[src/rtl/mem_pkg.sv]
// Shared definitions for the MEM stage: opcodes, FSM states and load kinds.
package mem_pkg;

  localparam int BE_W = 4;

  localparam logic [5:0] OP_LB  = 6'h20;
  localparam logic [5:0] OP_LH  = 6'h21;
  localparam logic [5:0] OP_LW  = 6'h23;
  localparam logic [5:0] OP_LBU = 6'h24;
  localparam logic [5:0] OP_LHU = 6'h25;
  localparam logic [5:0] OP_SB  = 6'h28;
  localparam logic [5:0] OP_SH  = 6'h29;
  localparam logic [5:0] OP_SW  = 6'h2B;

  typedef enum logic {
    ST_IDLE,
    ST_BUSY
  } state_e;

  typedef enum logic [2:0] {
    LD_B,
    LD_BU,
    LD_H,
    LD_HU,
    LD_W
  } load_kind_e;

endpackage

[src/rtl/mem_load_align.sv]
// Picks the addressed byte/halfword out of a little-endian read word and
// sign- or zero-extends it for write-back.
module mem_load_align
  import mem_pkg::*;
(
  input  logic [31:0] rdata_i,
  input  logic [1:0]  addr_lo_i,
  input  load_kind_e  kind_i,
  output logic [31:0] data_o
);

  logic [7:0]  byteSel;
  logic [15:0] halfSel;

  always_comb begin
    byteSel = 8'h00;
    case (addr_lo_i)
      2'd0: byteSel = rdata_i[7:0];
      2'd1: byteSel = rdata_i[15:8];
      2'd2: byteSel = rdata_i[23:16];
      2'd3: byteSel = rdata_i[31:24];
    endcase
    halfSel = addr_lo_i[1] ? rdata_i[31:16] : rdata_i[15:0];
    data_o  = rdata_i;
    case (kind_i)
      LD_B:    data_o = {{24{byteSel[7]}}, byteSel};
      LD_BU:   data_o = {24'h000000, byteSel};
      LD_H:    data_o = {{16{halfSel[15]}}, halfSel};
      LD_HU:   data_o = {16'h0000, halfSel};
      default: data_o = rdata_i;
    endcase
  end

endmodule

[src/rtl/mem_stage.sv]
// MIPS MEM stage: data-memory request/ack handshake, pipeline stall and MEM/WB register.
// Optional misalignment trap enabled by defining MEM_ALIGN_CHECK_EN.
module mem_stage
  import mem_pkg::*;
#(
  parameter int ADDR_W = 32
) (
  input  logic              clk,
  input  logic              reset,
  input  logic              valid_m,
  input  logic [31:0]       ins_m,
  input  logic [31:0]       pc_m,
  input  logic [31:0]       alu_result,
  input  logic [31:0]       rt_data,
  output logic              stall_m,
  output logic              dmem_req,
  output logic              dmem_we,
  output logic [BE_W-1:0]   dmem_be,
  output logic [ADDR_W-1:0] dmem_addr,
  output logic [31:0]       dmem_wdata,
  input  logic              dmem_ack,
  input  logic [31:0]       dmem_rdata,
  output logic              wb_valid,
  output logic [31:0]       ins_w,
  output logic [31:0]       pc_w,
  output logic [31:0]       wb_data,
  output logic              addr_err,
  output logic [31:0]       err_pc
);

  state_e            state_q, state_d;
  logic              isLoad, isStore, misaligned, fault, startAccess;
  load_kind_e        loadKind;
  logic [BE_W-1:0]   beDec;
  logic [31:0]       wdataDec, loadData, wbData_d;
  logic [ADDR_W-1:0] memAddr;

  logic              reqWe_q;
  logic [BE_W-1:0]   reqBe_q;
  logic [ADDR_W-1:0] reqAddr_q;
  logic [31:0]       reqWdata_q;
  logic              wbValid_q;
  logic [31:0]       insW_q, pcW_q, wbData_q;

  assign memAddr = alu_result[ADDR_W-1:0];

  always_comb begin
    isLoad   = 1'b0;
    isStore  = 1'b0;
    loadKind = LD_W;
    beDec    = 4'b0000;
    wdataDec = 32'h0;
    case (ins_m[31:26])
      OP_LB:  begin isLoad = 1'b1; loadKind = LD_B;  beDec = 4'b0001 << memAddr[1:0]; end
      OP_LBU: begin isLoad = 1'b1; loadKind = LD_BU; beDec = 4'b0001 << memAddr[1:0]; end
      OP_LH:  begin isLoad = 1'b1; loadKind = LD_H;  beDec = 4'b0011 << {memAddr[1], 1'b0}; end
      OP_LHU: begin isLoad = 1'b1; loadKind = LD_HU; beDec = 4'b0011 << {memAddr[1], 1'b0}; end
      OP_LW:  begin isLoad = 1'b1; loadKind = LD_W;  beDec = 4'b1111; end
      OP_SB: begin
        isStore  = 1'b1;
        beDec    = 4'b0001 << memAddr[1:0];
        wdataDec = {4{rt_data[7:0]}};
      end
      OP_SH: begin
        isStore  = 1'b1;
        beDec    = 4'b0011 << {memAddr[1], 1'b0};
        wdataDec = {2{rt_data[15:0]}};
      end
      OP_SW: begin
        isStore  = 1'b1;
        beDec    = 4'b1111;
        wdataDec = rt_data;
      end
      default: ;
    endcase
  end

`ifdef MEM_ALIGN_CHECK_EN
  always_comb begin
    misaligned = 1'b0;
    case (ins_m[31:26])
      OP_LW, OP_SW:         misaligned = (memAddr[1:0] != 2'b00);
      OP_LH, OP_LHU, OP_SH: misaligned = memAddr[0];
      default:              misaligned = 1'b0;
    endcase
  end
`else
  assign misaligned = 1'b0;
`endif

  // A faulting access never leaves IDLE, so it costs no stall.
  assign fault       = valid_m && misaligned && (state_q == ST_IDLE);
  assign startAccess = valid_m && (isLoad || isStore) && !misaligned && (state_q == ST_IDLE);

  always_comb begin
    state_d = state_q;
    stall_m = 1'b0;
    case (state_q)
      ST_IDLE: begin
        if (startAccess) begin
          stall_m = 1'b1;
          state_d = ST_BUSY;
        end
      end
      ST_BUSY: begin
        if (dmem_ack) state_d = ST_IDLE;
        else          stall_m = 1'b1;
      end
    endcase
  end

  always_ff @(posedge clk) begin
    if (!reset) state_q <= ST_IDLE;
    else        state_q <= state_d;
  end

  always_ff @(posedge clk) begin
    if (!reset) begin
      reqWe_q    <= 1'b0;
      reqBe_q    <= '0;
      reqAddr_q  <= '0;
      reqWdata_q <= '0;
    end else if (startAccess) begin
      reqWe_q    <= isStore;
      reqBe_q    <= beDec;
      reqAddr_q  <= {memAddr[ADDR_W-1:2], 2'b00};
      reqWdata_q <= wdataDec;
    end else if ((state_q == ST_BUSY) && dmem_ack) begin
      reqWe_q    <= 1'b0;
      reqBe_q    <= '0;
      reqAddr_q  <= '0;
      reqWdata_q <= '0;
    end
  end

  assign dmem_req   = (state_q == ST_BUSY);
  assign dmem_we    = reqWe_q;
  assign dmem_be    = reqBe_q;
  assign dmem_addr  = reqAddr_q;
  assign dmem_wdata = reqWdata_q;

  mem_load_align u_load_align (
    .rdata_i   (dmem_rdata),
    .addr_lo_i (memAddr[1:0]),
    .kind_i    (loadKind),
    .data_o    (loadData)
  );

  assign wbData_d = isLoad ? loadData : (isStore ? 32'h0 : alu_result);

  // Stalled or faulting cycles push a bubble into write-back.
  always_ff @(posedge clk) begin
    if (!reset || stall_m || fault) begin
      wbValid_q <= 1'b0;
      insW_q    <= '0;
      pcW_q     <= '0;
      wbData_q  <= '0;
    end else begin
      wbValid_q <= valid_m;
      insW_q    <= ins_m;
      pcW_q     <= pc_m;
      wbData_q  <= wbData_d;
    end
  end

  assign wb_valid = wbValid_q;
  assign ins_w    = insW_q;
  assign pc_w     = pcW_q;
  assign wb_data  = wbData_q;

`ifdef MEM_ALIGN_CHECK_EN
  logic        addrErr_q;
  logic [31:0] errPc_q;

  always_ff @(posedge clk) begin
    if (!reset) begin
      addrErr_q <= 1'b0;
      errPc_q   <= '0;
    end else begin
      addrErr_q <= fault;
      if (fault) errPc_q <= pc_m;
    end
  end

  assign addr_err = addrErr_q;
  assign err_pc   = errPc_q;
`else
  assign addr_err = 1'b0;
  assign err_pc   = 32'h0;
`endif

endmodule

[config.mk]
export PLATFORM = sky130hd
export DESIGN_NAME = mem_stage
export DESIGN_NICKNAME = d
export VERILOG_FILES = /design/src/rtl/mem_pkg.sv /design/src/rtl/mem_load_align.sv /design/src/rtl/mem_stage.sv
export SDC_FILE = /design/constraint.sdc
export NUM_CORES = 1
export LEC_CHECK = 0
export ABC_AREA = 1
export BUFFER_PORTS_ARGS = -buffer_cell sky130_fd_sc_hd__buf_2
export CAP_MARGIN = 20
export CORE_AREA = 3 3 141 143
export DETAILED_ROUTE_END_ITERATION = 16
export DIE_AREA = 0 0 144 146
export PLACE_DENSITY = 0.68
export SYNTH_ARGS = -nofsm -noshare
export SYNTH_HDL_FRONTEND = slang
export SYNTH_HIERARCHICAL = 1
export SYNTH_SLANG_ARGS = --single-unit
[constraint.sdc]
create_clock -name clk -period 2.9 [get_ports clk]
set_input_delay 0.58 -clock clk [delete_from_list [all_inputs] [get_ports clk]]
set_output_delay 0.58 -clock clk [all_outputs]
set_load 0.01 [all_outputs]
==> results_dict.tcl <==
set metrics [dict create \
    layout_min_cycle_time_ps 2211 \
    start_util_pct 38.12 \
    finalSetupViolCount 0 \
    grt_max_degree 44 \
    ir_drop_v 0.0003895 \
    cap_violations 0 \
    die_h_um 146 \
    wl_per_cell_um 16.54 \
    drtIter0Drc 514 \
    fin_setup_tns_ps 0 \
    routabilityCongestion 0.8974 \
    dp_hpwl_um 19150 \
    syn_to_final_growth_pct 31.55 \
    top_layer "met4" \
    vias 7473 \
    synth_area_sq_um 7131 \
    cts.sinks 165 \
    cts_resized 0 \
    max_slew_margin_pct 55.46 \
    ys_ff_latch 165 \
    synth.area.top_cells "dfxtp_1, nand2_1, nand3_1, a21oi_1, nor2_1" \
    final_common_cell "buf_2" \
    yosys_warnings 6 \
    portBuffers 329 \
    htreeDepth 4 \
    outcome "completed" \
    clkSlewWorstSetupHoldPaths_ps 80 \
    synth.avg_cell_area_sq_um 7.269 \
    route.met3.wl_um 2198 \
    tightest_slew_ps 665.7 \
    p_leak_nw 4.899 \
    wl_met1_um 9803 \
    core_area_sq_um 18710 \
    hold_buffers 0 \
    drv_slew 0 \
    drive_gt1_share_pct 31.04 \
    first_global_vias 7025 \
    grtUsageTotal_pct 22.91 \
    instances_no_fill 1529 \
    rows 50 \
    path_class "in2out" \
    n_fill_cell 1938 \
    dr.pass1.iters 5 \
    fin_crit_sh_pct 76.23 \
    cp_max_fo 9 \
    yosysTopAreaCellShare_pct 46.32 \
    antenna_found_initial 0 \
    ys_seq_area_share_pct 46.32 \
    placed_cells 1497 \
    viasPerCell 4.888 \
    worst_slack_ps 689.2 \
    n_antenna_cell 0 \
    hold_class "in2reg" \
    fin_nets 1446 \
    finalPower_mw 5.307 \
    root_buffer "clkbuf_16" \
    hold_viol_final 0 \
    synth_cells 981 \
    p_per_area_nw_per_um2 565.8 \
    fmax_mhz 452.3 \
    yosysTopAreaCell "dfxtp_1" \
    cts_tree "yes" \
    pre_cts_ws_ps 300.3 \
    required_ps 2320 \
    chipWidth_um 144 \
    critPathArrivalTime_ps 1630 \
    numCtsBuffers 17 \
    ant_nets 0 \
    clock_latency_ps 420 \
    wl_met2_um 12810 \
    post-cts-setup-buffers 0 \
    synth.distinct_cells 26 \
    cts_buffer_depth 2 \
    ios 365 \
    start_kind "input port" \
    crit_path_end_kind "primary output" \
    rsz0062_at_grt "false" \
    mostFrequentLayoutCells "buf_2, nand2_1, dfxtp_1, nand3_1, a21oi_1" \
    grt_pass1_wl_um 37920 \
    skew_ps 9.933 \
    grt_overflow_total 0 \
    totalWireLength_um 25290 \
    dieArea_sq_um 21020 \
    drc 0 \
]
registers in the layout, indices dropped and copies added, names as in the netlist:
register    count
dmem_addr      30
dmem_be         4
dmem_req        1
dmem_wdata     32
dmem_we         1
ins_w          32
pc_w           32
wb_data        32
wb_valid        1
worst paths after layout:
path	slack (ps)	startpoint	cells past startpoint	endpoint
worst max-delay path	690	ins_m[31]	8	stall_m
worst min-delay path	360	pc_m[7]	3	pc_w[7]
worst max register to register	1130	dmem_req	6	dmem_addr[26]
worst min register to register	480	dmem_addr[17]	2	dmem_addr[17]
power by group:
group          switching, mW  internal (mW)
Sequential            0.0294           2.36
Clock                   1.03           1.22
Combinational          0.412          0.253
synth_stat cells, drive strengths merged:
| cell type | count |
|---|---|
| o21ai | 34 |
| o211ai | 2 |
| nor2 | 101 |
| inv | 84 |
| o22ai | 1 |
| nand3b | 1 |
| clkbuf | 33 |
| clkinv | 1 |
| nand2 | 215 |
| nor3 | 2 |
| a22oi | 1 |
| nand3 | 138 |
| a21oi | 107 |
| nand4 | 30 |
| dfxtp | 165 |
| conb | 1 |
| buf | 65 |
through the flow:
stage                     cell area [sq um]  utilization (%)  hold WS [ps]
after global placement                 8798            47.04         464.9
after detailed placement               8798            47.04         470.0
after CTS                              9380            50.15         340.9
after global routing                   9380            50.15         339.8
final                                  9380            50.15         359.3
after floorplan                        7258                -         500.5
kinds of logic after synthesis:
group | after synthesis | synth area share, %
buf+inv | 183 | 12.79
flops | 165 | 46.32
simple gates | 487 | 30.53
other cells | 1 | 0.05259
compound gates | 145 | 10.30
layout make-up:
cell class / instances / area [sq um] / share of cell area (%)
Sequential cell: 165 / 3303 / 35.21
Timing Repair Buffer: 346 / 1824 / 19.45
Clock inverter: 15 / 156.4 / 1.667
Tap cell: 234 / 292.8 / 3.121
Inverter: 85 / 319.1 / 3.401
Multi-Input combinational cell: 667 / 3059 / 32.61
Clock buffer: 17 / 425.4 / 4.535
worst max-delay path, stage by stage:
cell and delay, ps:
buf_2 90, inv_1 60, nor2_4 190, nand3_1 120, nand3_1 170, nand2_2 120, nand2_1 120, buf_2 160
per-layer routing:
metal / global-route usage, % / up-vias
li1: - / 3708
met1: 26.89 / 3410
met2: 40.15 / 321
met3: 6.605 / 34
met4: 6.733 / 0
met5: 0 / -
No activity file was read; power rests on OpenSTA's default activity.
